==> src/rtl/pipe_hazard_ctrl_pkg.sv <==
// Shared types for the pipeline hazard controller: datapath widths,
// controller state encoding and instruction field extractors.
package common_types;

   localparam int WORD_W = 32;
   localparam int REG_AW = 5;

   typedef enum logic [1:0] {
      RUN    = 2'd0,
      DRAIN  = 2'd1,
      HALTED = 2'd2
   } hzd_state_t;

   // Source register fields of an R/I-format instruction.
   function automatic logic [REG_AW-1:0] rs_of(input logic [WORD_W-1:0] instr);
      return instr[25:21];
   endfunction

   function automatic logic [REG_AW-1:0] rt_of(input logic [WORD_W-1:0] instr);
      return instr[20:16];
   endfunction

endpackage

==> src/rtl/pipe_hazard_ctrl_if.sv <==
// Pipeline-side signals seen by the hazard controller: ID/EX decode
// information and memory handshakes in, register enables and bubble
// requests out.
interface pipe_hazard_ctrl_if;
   import common_types::*;

   logic [WORD_W-1:0] id_instr;
   logic              id_uses_rt;
   logic              id_halt;
   logic              ex_memRead;
   logic              ex_RegWrite;
   logic [REG_AW-1:0] ex_rd;
   logic              ex_redirect;
   logic              imem_ready;
   logic              dmem_req;
   logic              dmem_ready;

   logic              pc_en;
   logic              if_id_en;
   logic              id_ex_en;
   logic              ex_mem_en;
   logic              mem_wb_en;
   logic              if_id_flush;
   logic              id_ex_flush;

   // The pipeline datapath drives decode/handshake information.
   modport master (
      output id_instr, id_uses_rt, id_halt, ex_memRead, ex_RegWrite, ex_rd,
             ex_redirect, imem_ready, dmem_req, dmem_ready,
      input  pc_en, if_id_en, id_ex_en, ex_mem_en, mem_wb_en,
             if_id_flush, id_ex_flush
   );

   // The hazard controller consumes it and steers the pipeline registers.
   modport slave (
      input  id_instr, id_uses_rt, id_halt, ex_memRead, ex_RegWrite, ex_rd,
             ex_redirect, imem_ready, dmem_req, dmem_ready,
      output pc_en, if_id_en, id_ex_en, ex_mem_en, mem_wb_en,
             if_id_flush, id_ex_flush
   );

endinterface

==> src/rtl/pipe_hazard_ctrl_sat_counter.sv <==
// Saturating up-counter used for the stall/flush performance counters.
module sat_counter #(
   parameter int CNT_W = 16
) (
   input  logic             clk,
   input  logic             rst_n,
   input  logic             inc,
   output logic [CNT_W-1:0] count
);

   // Count qualifying cycles, sticking at all-ones instead of wrapping.
   always_ff @(posedge clk or negedge rst_n) begin
      // NOTE: sequential state uses non-blocking (<=) so every flop samples
      // pre-edge values regardless of block ordering.
      if (!rst_n) begin
         count <= '0;
      end else if (inc && (count != '1)) begin
         count <= count + CNT_W'(1);
      end
   end

endmodule

==> src/rtl/pipe_hazard_ctrl.sv <==
// Hazard/stall controller for a 5-stage pipeline: handles memory freezes,
// EX redirects, load-use interlocks, I-fetch wait and the halt drain
// sequence, and keeps saturating stall/flush performance counters.
module pipe_hazard_ctrl
   import common_types::*;
#(
   parameter int DRAIN_CYCLES = 3,
   parameter int CNT_W        = 16
) (
   input  logic                 CLK,
   input  logic                 nRST,
   pipe_hazard_ctrl_if.slave    hz,
   output logic                 halt_out,
   output logic [CNT_W-1:0]     stall_cnt,
   output logic [CNT_W-1:0]     flush_cnt
);

   localparam int DW = $clog2(DRAIN_CYCLES + 1);

   hzd_state_t        state_q, state_d;
   logic [DW-1:0]     drain_q, drain_d;

   logic              freeze;
   logic              load_use;
   logic [REG_AW-1:0] id_rs, id_rt;
   logic              pc_en, if_id_en, id_ex_en, ex_mem_en, mem_wb_en;
   logic              if_id_flush, id_ex_flush;
   logic              stall_inc, flush_inc;
   logic              unused_instr_bits;

   assign id_rs = rs_of(hz.id_instr);
   assign id_rt = rt_of(hz.id_instr);
   assign unused_instr_bits = ^{hz.id_instr[WORD_W-1:26], hz.id_instr[15:0]};

   assign freeze   = hz.dmem_req && !hz.dmem_ready;
   // r0 is hardwired zero, so a load targeting it can never create a hazard.
   assign load_use = hz.ex_memRead && hz.ex_RegWrite && (hz.ex_rd != '0) &&
                     ((hz.ex_rd == id_rs) || (hz.id_uses_rt && (hz.ex_rd == id_rt)));

   // Next state, drain countdown and pipeline steering, by priority.
   always_comb begin
      // NOTE: every output gets a default first so no path leaves a latch.
      state_d     = state_q;
      drain_d     = drain_q;
      pc_en       = 1'b1;
      if_id_en    = 1'b1;
      id_ex_en    = 1'b1;
      ex_mem_en   = 1'b1;
      mem_wb_en   = 1'b1;
      if_id_flush = 1'b0;
      id_ex_flush = 1'b0;

      unique case (state_q)
         RUN: begin
            if (freeze) begin
               {pc_en, if_id_en, id_ex_en, ex_mem_en, mem_wb_en} = '0;
            end else if (hz.ex_redirect) begin
               if_id_flush = 1'b1;
               id_ex_flush = 1'b1;
            end else if (load_use) begin
               pc_en       = 1'b0;
               if_id_en    = 1'b0;
               id_ex_flush = 1'b1;
            end else if (hz.id_halt) begin
               // Halt moves on into EX; nothing new is fetched behind it.
               pc_en    = 1'b0;
               if_id_en = 1'b0;
               state_d  = DRAIN;
               drain_d  = DW'(DRAIN_CYCLES);
            end else if (!hz.imem_ready) begin
               pc_en       = 1'b0;
               if_id_flush = 1'b1;
            end
         end
         DRAIN: begin
            if (freeze) begin
               {pc_en, if_id_en, id_ex_en, ex_mem_en, mem_wb_en} = '0;
            end else begin
               pc_en       = 1'b0;
               if_id_flush = 1'b1;
               drain_d     = drain_q - DW'(1);
               if (drain_q == DW'(1)) begin
                  state_d = HALTED;
               end
            end
         end
         HALTED: begin
            {pc_en, if_id_en, id_ex_en, ex_mem_en, mem_wb_en} = '0;
         end
         default: begin
            state_d = RUN;
         end
      endcase
   end

   assign hz.pc_en       = pc_en;
   assign hz.if_id_en    = if_id_en;
   assign hz.id_ex_en    = id_ex_en;
   assign hz.ex_mem_en   = ex_mem_en;
   assign hz.mem_wb_en   = mem_wb_en;
   assign hz.if_id_flush = if_id_flush;
   assign hz.id_ex_flush = id_ex_flush;

   // State, drain counter and registered halt indication.
   always_ff @(posedge CLK or negedge nRST) begin
      if (!nRST) begin
         state_q  <= RUN;
         drain_q  <= '0;
         halt_out <= 1'b0;
      end else begin
         state_q  <= state_d;
         drain_q  <= drain_d;
         halt_out <= (state_d == HALTED);
      end
   end

   // A load-use cycle overridden by a redirect is not a stall.
   assign stall_inc = (state_q == RUN) && (freeze || (load_use && !hz.ex_redirect));
   assign flush_inc = (state_q == RUN) && hz.ex_redirect && !freeze;

   sat_counter #(.CNT_W(CNT_W)) u_stall_cnt (
      .clk   (CLK),
      .rst_n (nRST),
      .inc   (stall_inc),
      .count (stall_cnt)
   );

   sat_counter #(.CNT_W(CNT_W)) u_flush_cnt (
      .clk   (CLK),
      .rst_n (nRST),
      .inc   (flush_inc),
      .count (flush_cnt)
   );

endmodule

==> src/flat_wrapper.sv <==
// flat-port wrapper written by rule: the top's interface ports become plain ports
module pipe_hazard_ctrl_flat import common_types::*;
#(
   parameter int DRAIN_CYCLES = 3,
   parameter int CNT_W        = 16
)
  (CLK, nRST, halt_out, stall_cnt, flush_cnt, hz_id_instr, hz_id_uses_rt, hz_id_halt, hz_ex_memRead, hz_ex_RegWrite, hz_ex_rd, hz_ex_redirect, hz_imem_ready, hz_dmem_req, hz_dmem_ready, hz_pc_en, hz_if_id_en, hz_id_ex_en, hz_ex_mem_en, hz_mem_wb_en, hz_if_id_flush, hz_id_ex_flush);
  pipe_hazard_ctrl_if hz_i ();
  input  logic CLK;
  input  logic nRST;
  output logic halt_out;
  output logic [CNT_W-1:0] stall_cnt;
  output logic [CNT_W-1:0] flush_cnt;
  input wire logic [$bits(hz_i.id_instr)-1:0] hz_id_instr;
  input wire logic [$bits(hz_i.id_uses_rt)-1:0] hz_id_uses_rt;
  input wire logic [$bits(hz_i.id_halt)-1:0] hz_id_halt;
  input wire logic [$bits(hz_i.ex_memRead)-1:0] hz_ex_memRead;
  input wire logic [$bits(hz_i.ex_RegWrite)-1:0] hz_ex_RegWrite;
  input wire logic [$bits(hz_i.ex_rd)-1:0] hz_ex_rd;
  input wire logic [$bits(hz_i.ex_redirect)-1:0] hz_ex_redirect;
  input wire logic [$bits(hz_i.imem_ready)-1:0] hz_imem_ready;
  input wire logic [$bits(hz_i.dmem_req)-1:0] hz_dmem_req;
  input wire logic [$bits(hz_i.dmem_ready)-1:0] hz_dmem_ready;
  output wire logic [$bits(hz_i.pc_en)-1:0] hz_pc_en;
  output wire logic [$bits(hz_i.if_id_en)-1:0] hz_if_id_en;
  output wire logic [$bits(hz_i.id_ex_en)-1:0] hz_id_ex_en;
  output wire logic [$bits(hz_i.ex_mem_en)-1:0] hz_ex_mem_en;
  output wire logic [$bits(hz_i.mem_wb_en)-1:0] hz_mem_wb_en;
  output wire logic [$bits(hz_i.if_id_flush)-1:0] hz_if_id_flush;
  output wire logic [$bits(hz_i.id_ex_flush)-1:0] hz_id_ex_flush;
  assign hz_i.id_instr = hz_id_instr;
  assign hz_i.id_uses_rt = hz_id_uses_rt;
  assign hz_i.id_halt = hz_id_halt;
  assign hz_i.ex_memRead = hz_ex_memRead;
  assign hz_i.ex_RegWrite = hz_ex_RegWrite;
  assign hz_i.ex_rd = hz_ex_rd;
  assign hz_i.ex_redirect = hz_ex_redirect;
  assign hz_i.imem_ready = hz_imem_ready;
  assign hz_i.dmem_req = hz_dmem_req;
  assign hz_i.dmem_ready = hz_dmem_ready;
  assign hz_pc_en = hz_i.pc_en;
  assign hz_if_id_en = hz_i.if_id_en;
  assign hz_id_ex_en = hz_i.id_ex_en;
  assign hz_ex_mem_en = hz_i.ex_mem_en;
  assign hz_mem_wb_en = hz_i.mem_wb_en;
  assign hz_if_id_flush = hz_i.if_id_flush;
  assign hz_id_ex_flush = hz_i.id_ex_flush;
  pipe_hazard_ctrl #(.DRAIN_CYCLES(DRAIN_CYCLES), .CNT_W(CNT_W)) u_core (.CLK(CLK), .nRST(nRST), .hz(hz_i), .halt_out(halt_out), .stall_cnt(stall_cnt), .flush_cnt(flush_cnt));
endmodule
==> config.mk <==
export PLATFORM = sky130hd
export DESIGN_NAME = pipe_hazard_ctrl_flat
export DESIGN_NICKNAME = d
export VERILOG_FILES = /design/src/rtl/pipe_hazard_ctrl_pkg.sv /design/src/rtl/pipe_hazard_ctrl_if.sv /design/src/rtl/pipe_hazard_ctrl_sat_counter.sv /design/src/rtl/pipe_hazard_ctrl.sv /design/src/flat_wrapper.sv
export SDC_FILE = /design/constraint.sdc
export NUM_CORES = 1
export LEC_CHECK = 0
export BUFFER_PORTS_ARGS = -buffer_cell sky130_fd_sc_hd__buf_2
export CAP_MARGIN = 15
export CORE_MARGIN = 2
export CORE_UTILIZATION = 44
export CTS_CLUSTER_DIAMETER = 150
export DETAILED_ROUTE_END_ITERATION = 6
export PLACE_DENSITY = 0.77
export SLEW_MARGIN = 15
export SYNTH_ARGS = -nofsm -noshare
export SYNTH_HDL_FRONTEND = slang
export SYNTH_SLANG_ARGS = --single-unit
==> constraint.sdc <==
create_clock -name CLK -period 1.8 [get_ports CLK]
set_input_delay 0.18 -clock CLK [delete_from_list [all_inputs] [get_ports CLK]]
set_output_delay 0.18 -clock CLK [all_outputs]
set_load 0.01 [all_outputs]
After elaboration in Yosys (flattened, before gate mapping)
Cells that the tools add are included.
W data, S select, Z words.
{"block": "word_totals", "register_bits": 37, "latchBits": 0, "mem_bits_rw": 0, "mem_bits_ro": 0, "out_inout_bits": 40, "word_cells": 79, "memories": 0}
{"block": "classes", "add_sub_neg": 3, "n_mul": 0, "div_mod_pow": 0, "magnitude_cmp": 0, "n_eq_ne": 13, "n_shift": 0, "n_mux": 36, "bitwise_logic": 0, "n_reduce_logical": 22}
{"operator": "$add A16 B1 Y16 const B", "count": 2}
{"operator": "$ne A16 B16 Y1 const B", "count": 2}
{"operator": "$mux W2", "count": 11}
{"operator": "$mux W1", "count": 19}
{"operator": "$logic_and A1 B1 Y1", "count": 11}
{"operator": "$eq A5 B5 Y1", "count": 2}
{"operator": "$ne A2 B2 Y1 const B", "count": 5}
{"operator": "$pmux W1 S2", "count": 3}
{"operator": "$pmux W2 S3", "count": 1}
{"operator": "$reduce_and A6 Y1", "count": 1}
{"operator": "$reduce_bool A5 Y1", "count": 1}
{"operator": "$eq A2 B1 Y1 const B", "count": 2}
{"operator": "$eq A2 B2 Y1 const B", "count": 2}
{"operator": "$pmux W2 S2", "count": 1}
{"operator": "$reduce_or A2 Y1", "count": 2}
{"operator": "$logic_not A1 Y1", "count": 3}
{"operator": "$pmux W1 S3", "count": 1}
{"operator": "$logic_not A2 Y1", "count": 1}
{"operator": "$logic_or A1 B1 Y1", "count": 2}
{"operator": "$reduce_bool A2 Y1", "count": 1}
{"operator": "$sub A2 B1 Y2 const B", "count": 1}

Longest topological paths before layout
{"block": "depth", "depth_word": 9, "ltp_mapped": 8, "ltp_nobuf": 7}

Modules after synthesis
From an unflattened synthesis, not the netlist that was laid out.
{"block": "unflattened", "cells_unflattened": 235, "hier_area_um2": 2313.5}
{"module": "sat_counter at u_core.u_flush_cnt", "instances": 1, "cells_per_inst": 72, "area_each_um2": 859.6}
{"module": "sat_counter at u_core.u_stall_cnt", "instances": 1, "cells_per_inst": 85, "area_each_um2": 829.5}
{"module": "pipe_hazard_ctrl", "instances": 1, "cells_per_inst": 78, "area_each_um2": 624.3}

Worst setup path after synthesis
Ideal clock, no wire load.
{"block": "synth_path", "path_type": "reg2reg", "from": "reg u_core.state_q[1]", "to": "reg u_core.u_flush_cnt.count[15]", "setup_time_ps": 79, "arrival_time_ps": 1907, "required_ps": 1721, "setup_slack_ps": -186, "path_stages_with_launch": 9, "cell_sequence": "dfrtp_1 > inv_1 > ha_1 > buf_2 > and2_2 > o311ai_4 > or3_4 > nor3_1 > xor2_1"}
{"block": "synth_via", "elab_chain_cells": 4}
{"item": "start: declaration", "line": "pipe_hazard_ctrl.sv:20", "source": "hzd_state_t state_q, state_d;"}
{"item": "start signal: assignment", "line": "pipe_hazard_ctrl.sv:111", "source": "state_q <= state_d;"}
{"item": "$logic_not A2 Y1", "line": "pipe_hazard_ctrl.sv:119", "source": "assign flush_inc = (state_q == RUN) && hz.ex_redirect && !freeze;"}
{"item": "$logic_and A1 B1 Y1 (2 in a row)", "line": "pipe_hazard_ctrl.sv:119"}
{"item": "$logic_and A1 B1 Y1", "line": "pipe_hazard_ctrl_sat_counter.sv:17", "source": "end else if (inc && (count != '1)) begin"}
{"item": "end signal: assignment", "line": "pipe_hazard_ctrl_sat_counter.sv:18", "source": "count <= count + CNT_W'(1);"}
{"item": "end: declaration", "line": "pipe_hazard_ctrl_sat_counter.sv:8", "source": "output logic [CNT_W-1:0] count"}
No other way between the ends.
A chain may end at the register's enable or synchronous reset.

Worst setup path after layout
{"block": "layout_path", "from": "reg u_core.u_stall_cnt.count[9]", "to": "reg u_core.u_stall_cnt.count[13]"}
{"block": "layout_via", "elab_chain_cells": 2, "elab_cells_between_ends": 3, "cone_classes": "add/sub (1); eq/ne (1); reduce/logical (1)"}
{"item": "start: declaration", "line": "pipe_hazard_ctrl_sat_counter.sv:8"}
{"item": "start signal: assignment", "line": "pipe_hazard_ctrl_sat_counter.sv:18"}
{"item": "parallel branches: the longest is 2 deep, another holds $add A16 B1 Y16"}
Several ways; the timed one is not identified.

==> summary.txt <==
Timing
  • Post-route setup TNS: -0.00424 ns
  • RSZ-0062 raised after global routing: yes
  • Setup Viol. Count Final: 2
  • Worst-Margin Slew: 0.403 ns
  • Setup ws final: -0.00411 ns
  • Worst-case clock skew: 0.00419 ns
  • Slew Limit Headroom: 73.0%
  • Achievable frequency: 0.554 GHz
  • Worst hold margin: 0.263 ns
  • Final Max Tran Viols: 0
  • Final hold violations: 0
  • Minimum clock period: 1.80 ns
  • Final period util: 100%

Synthesis
  • Synthesis Warnings: 0
  • Synth Flop Type: dfrtp_1
  • Post-Syn Nets: 267
  • Post-synthesis sequential area ratio: 42.8%
  • Yosys reg bits: 37
  • Asr flop ratio synth: 100%
  • Mapped Cells: 213
  • Avg Cell Area, Syn: 10.2 um2
  • Area leader, netlist: dfrtp_1
  • Area contributors post-synth: dfrtp_1 43%, xor2_1 8.5%, xnor2_1 7.3%
  • Synth cell types: 42
  • Mapped Area: 2160 um2
  • EDFF count, synth: 0
  • Synth top area share: 42.8%

Detailed routing
  • Vias per Instance: 5.10
  • Drt total wl: 5300 um
  • Post-DRT Antenna Nets: 0
  • Vias: 1979
  • Number of remaining DRC errors: 0
  • 1st-iter DRT viols: 83
  • Detailed Routing Iterations Pass 1: 6
  • WL per Instance: 13.6 um

Critical path
  • R2R depth: 7
  • Worst r2r dst: u_core.u_stall_cnt.count[13]$_DFFE_PN0P_
  • Critical path's largest stage delay: 0.36 ns
  • CP max stage cell: o41ai_4
  • Worst Setup Start Kind: flip-flop
  • WP buf/inv: 1
  • R2R Path Start: u_core.u_stall_cnt.count[9]$_DFFE_PN0P_
  • Cell chain of the critical path: and4_4, and3_4, nand3_4, o41ai_4, buf_4, nor3_1, xor2_1
  • Crit. End Element: flip-flop
  • CP Max Fanout: 5
  • Worst Path Arrival: 1.97 ns
  • CP delay by family, top: simple AND/OR/NAND/NOR gates
  • Required @ worst endpoint: 1.97 ns
  • CP Capture Point: u_core.u_stall_cnt.count[13]$_DFFE_PN0P_
  • Internal reg-to-reg setup slack: -0.004 ns
  • Cell depth of the worst setup path: 7
  • Critical Path Source: u_core.u_stall_cnt.count[9]$_DFFE_PN0P_
  • CP Class: reg -> reg

Floorplanning
  • Die X: 74.1 um
  • Die Y-Extent: 74.1 um
  • Core ar.: 4720 um2
  • Core Rows: 25
  • Die Area: 5500 um2
  • Initial Utilization: 45.8%
  • I/O Pins: 87

Hold path
  • HP Class: in -> async

Global routing
  • First-pass GRT wire length: 8460 um
  • Gr usage total: 20.3%
  • Largest net degree at the start of global routing: 21
  • Gr ovfl total: 0
  • Initial antenna violation count: 0
  • Vias in the first global route: 1889

Cells and area
  • Post-layout net count: 375
  • Antenna diodes: 0
  • Filler cells: 398
  • Layout Area Growth over Synthesis: 43.9%
  • Share of layout cells above drive strength 1: 48.3%

Place
  • Port bufs: 64
  • Post-DP HPWL: 3940 um
  • Pre-CTS setup slack: -0.00930 ns
  • Placer Congestion: 0.824

Job
  • Max_cap viols: 0

Clock tree
  • CTS clock-pin slew for the worst setup and hold paths: 0.07 ns
  • CTS tree: built
  • Worst-skew pair later-pin latency: 0.29 ns
  • Clock sinks: 37
  • Depth of the CTS H-tree: 2
  • Num CTS Buffers: 5
  • Clock Path Buffers: 2
  • Clock Root Buffer: clkbuf_8

Power and ir drop
  • PwrDens: 1130 nW/um2
  • Maximum vdd drop: 0.728 mV
  • Leak: 0.00154 uW

Outcome
  • Failing checks: negative setup slack
  • Status: finished, violations left
==> routing by layer <==
layer	track usage, %	share of wire, %	vias to the layer above
met4	6.67	1.3	0
met2	35.1	52	50
met1	24.4	42	963
met5	0	0	-
met3	5.69	4.8	6
li1	-	-	960
==> power breakdown <==
part	total (uW)	internal [uW]	leakage, uW	switching, uW
Combinational	1780	874	0.00104	909
Clock	583	304	0.0000443	280
Sequential	1150	1000	0.000464	144
==> registers in the layout (all words and copies together) (netlist names) <==
register,cells
u_core.drain_q,2
u_core.halt_out,1
u_core.state_q,2
u_core.u_flush_cnt.count,16
u_core.u_stall_cnt.count,16
==> cell usage in the layout, fill, tap and decap left out, types with 2 or more instances in the layout <==
| master | n |
|---|---|
| buf_2 | 64 |
| buf_4 | 39 |
| dfrtp_1 | 32 |
| xor2_1 | 21 |
| xnor2_1 | 18 |
| nand3_1 | 17 |
| nand2_1 | 15 |
| nor2_1 | 12 |
| a21oi_1 | 9 |
| nand4_1 | 7 |
| inv_1 | 7 |
| ha_1 | 6 |
| clkbuf_8 | 6 |
| nor4_2 | 5 |
| nor3_2 | 5 |
| dfrtp_2 | 5 |
| nor3_1 | 4 |
| inv_2 | 2 |
| a21o_1 | 2 |
| o21a_1 | 2 |
| o21ai_2 | 2 |
| and4_4 | 2 |
| nand3_2 | 2 |
| and3_1 | 2 |
| nor2_2 | 2 |
| buf_6 | 2 |
==> how the worst min path moves through the flow <==
stage | slack, ns | start | cells past startpoint | end
floorplan | -0.12 | nRST | 0 | u_core.drain_q[0]$_DFFE_PN0P_
global route | 0.27 | nRST | 2 | u_core.u_stall_cnt.count[11]$_DFFE_PN0P_
detailed placement | 0.04 | nRST | 1 | u_core.u_stall_cnt.count[11]$_DFFE_PN0P_
CTS | 0.26 | nRST | 2 | u_core.u_stall_cnt.count[11]$_DFFE_PN0P_
finish | 0.26 | nRST | 2 | u_core.u_stall_cnt.count[11]$_DFFE_PN0P_
global placement | 0.03 | nRST | 1 | u_core.u_stall_cnt.count[11]$_DFFE_PN0P_
==> through the flow <==
step | utilization, % | std cells | instance area (um2) | total power, uW
6_report | 66.0 | 388 | 3120 | 3510
5_1_grt | 66.0 | 388 | 3120 | 3770
4_1_cts | 61.7 | 378 | 2910 | 3300
3_5_place_dp | 59.5 | 370 | 2810 | 2690
3_3_place_gp | 59.5 | 370 | 2810 | 2630
2_1_floorplan | - | 213 | 2200 | 2100
==> synth_stat cells, types with 2 or more instances <==
| library cell | number |
|---|---|
| buf_4 | 3 |
| dfrtp_1 | 37 |
| nor4_1 | 6 |
| a21o_1 | 2 |
| nand3_1 | 19 |
| nor3_1 | 10 |
| nor2_1 | 13 |
| inv_1 | 9 |
| a21oi_1 | 9 |
| xor2_1 | 21 |
| and3_1 | 3 |
| nand2_1 | 16 |
| xnor2_1 | 18 |
| and4_1 | 3 |
| buf_2 | 2 |
| o21a_1 | 2 |
| o21ai_0 | 3 |
| ha_1 | 7 |
| nand4_1 | 7 |
==> cell families after synthesis <==
group           after synthesis  synth area share (%)
simple gates                 85                  20.5
fa+ha+maj                     7                  4.05
mux                           2                  1.21
flops                        37                  42.8
xor+xnor                     39                  15.8
compound gates               28                  12.1
buf+inv                      15                  3.58
==> what timing repair did <==
item | CTS | global route
setup buffers | 0 | 9
pin swaps | 2 | 10
setup endpoints to repair | 4 | 23
cloned | 0 | 1
hold buffers | 1 | 0
endpoints found under the hold margin | 17 | 0
resized for setup | 6 | 26
==> final cells by class <==
cell class                      instances  area (um2)  area share (%)
Inverter                                9        33.8            1.08
Tap cell                               67        83.8            2.69
Clock buffer                            7        86.3            2.77
Multi-Input combinational cell        161        1310            42.2
Timing Repair Buffer                  107         666            21.4
Sequential cell                        37         932            29.9
(Power assumes the default switching activity.)
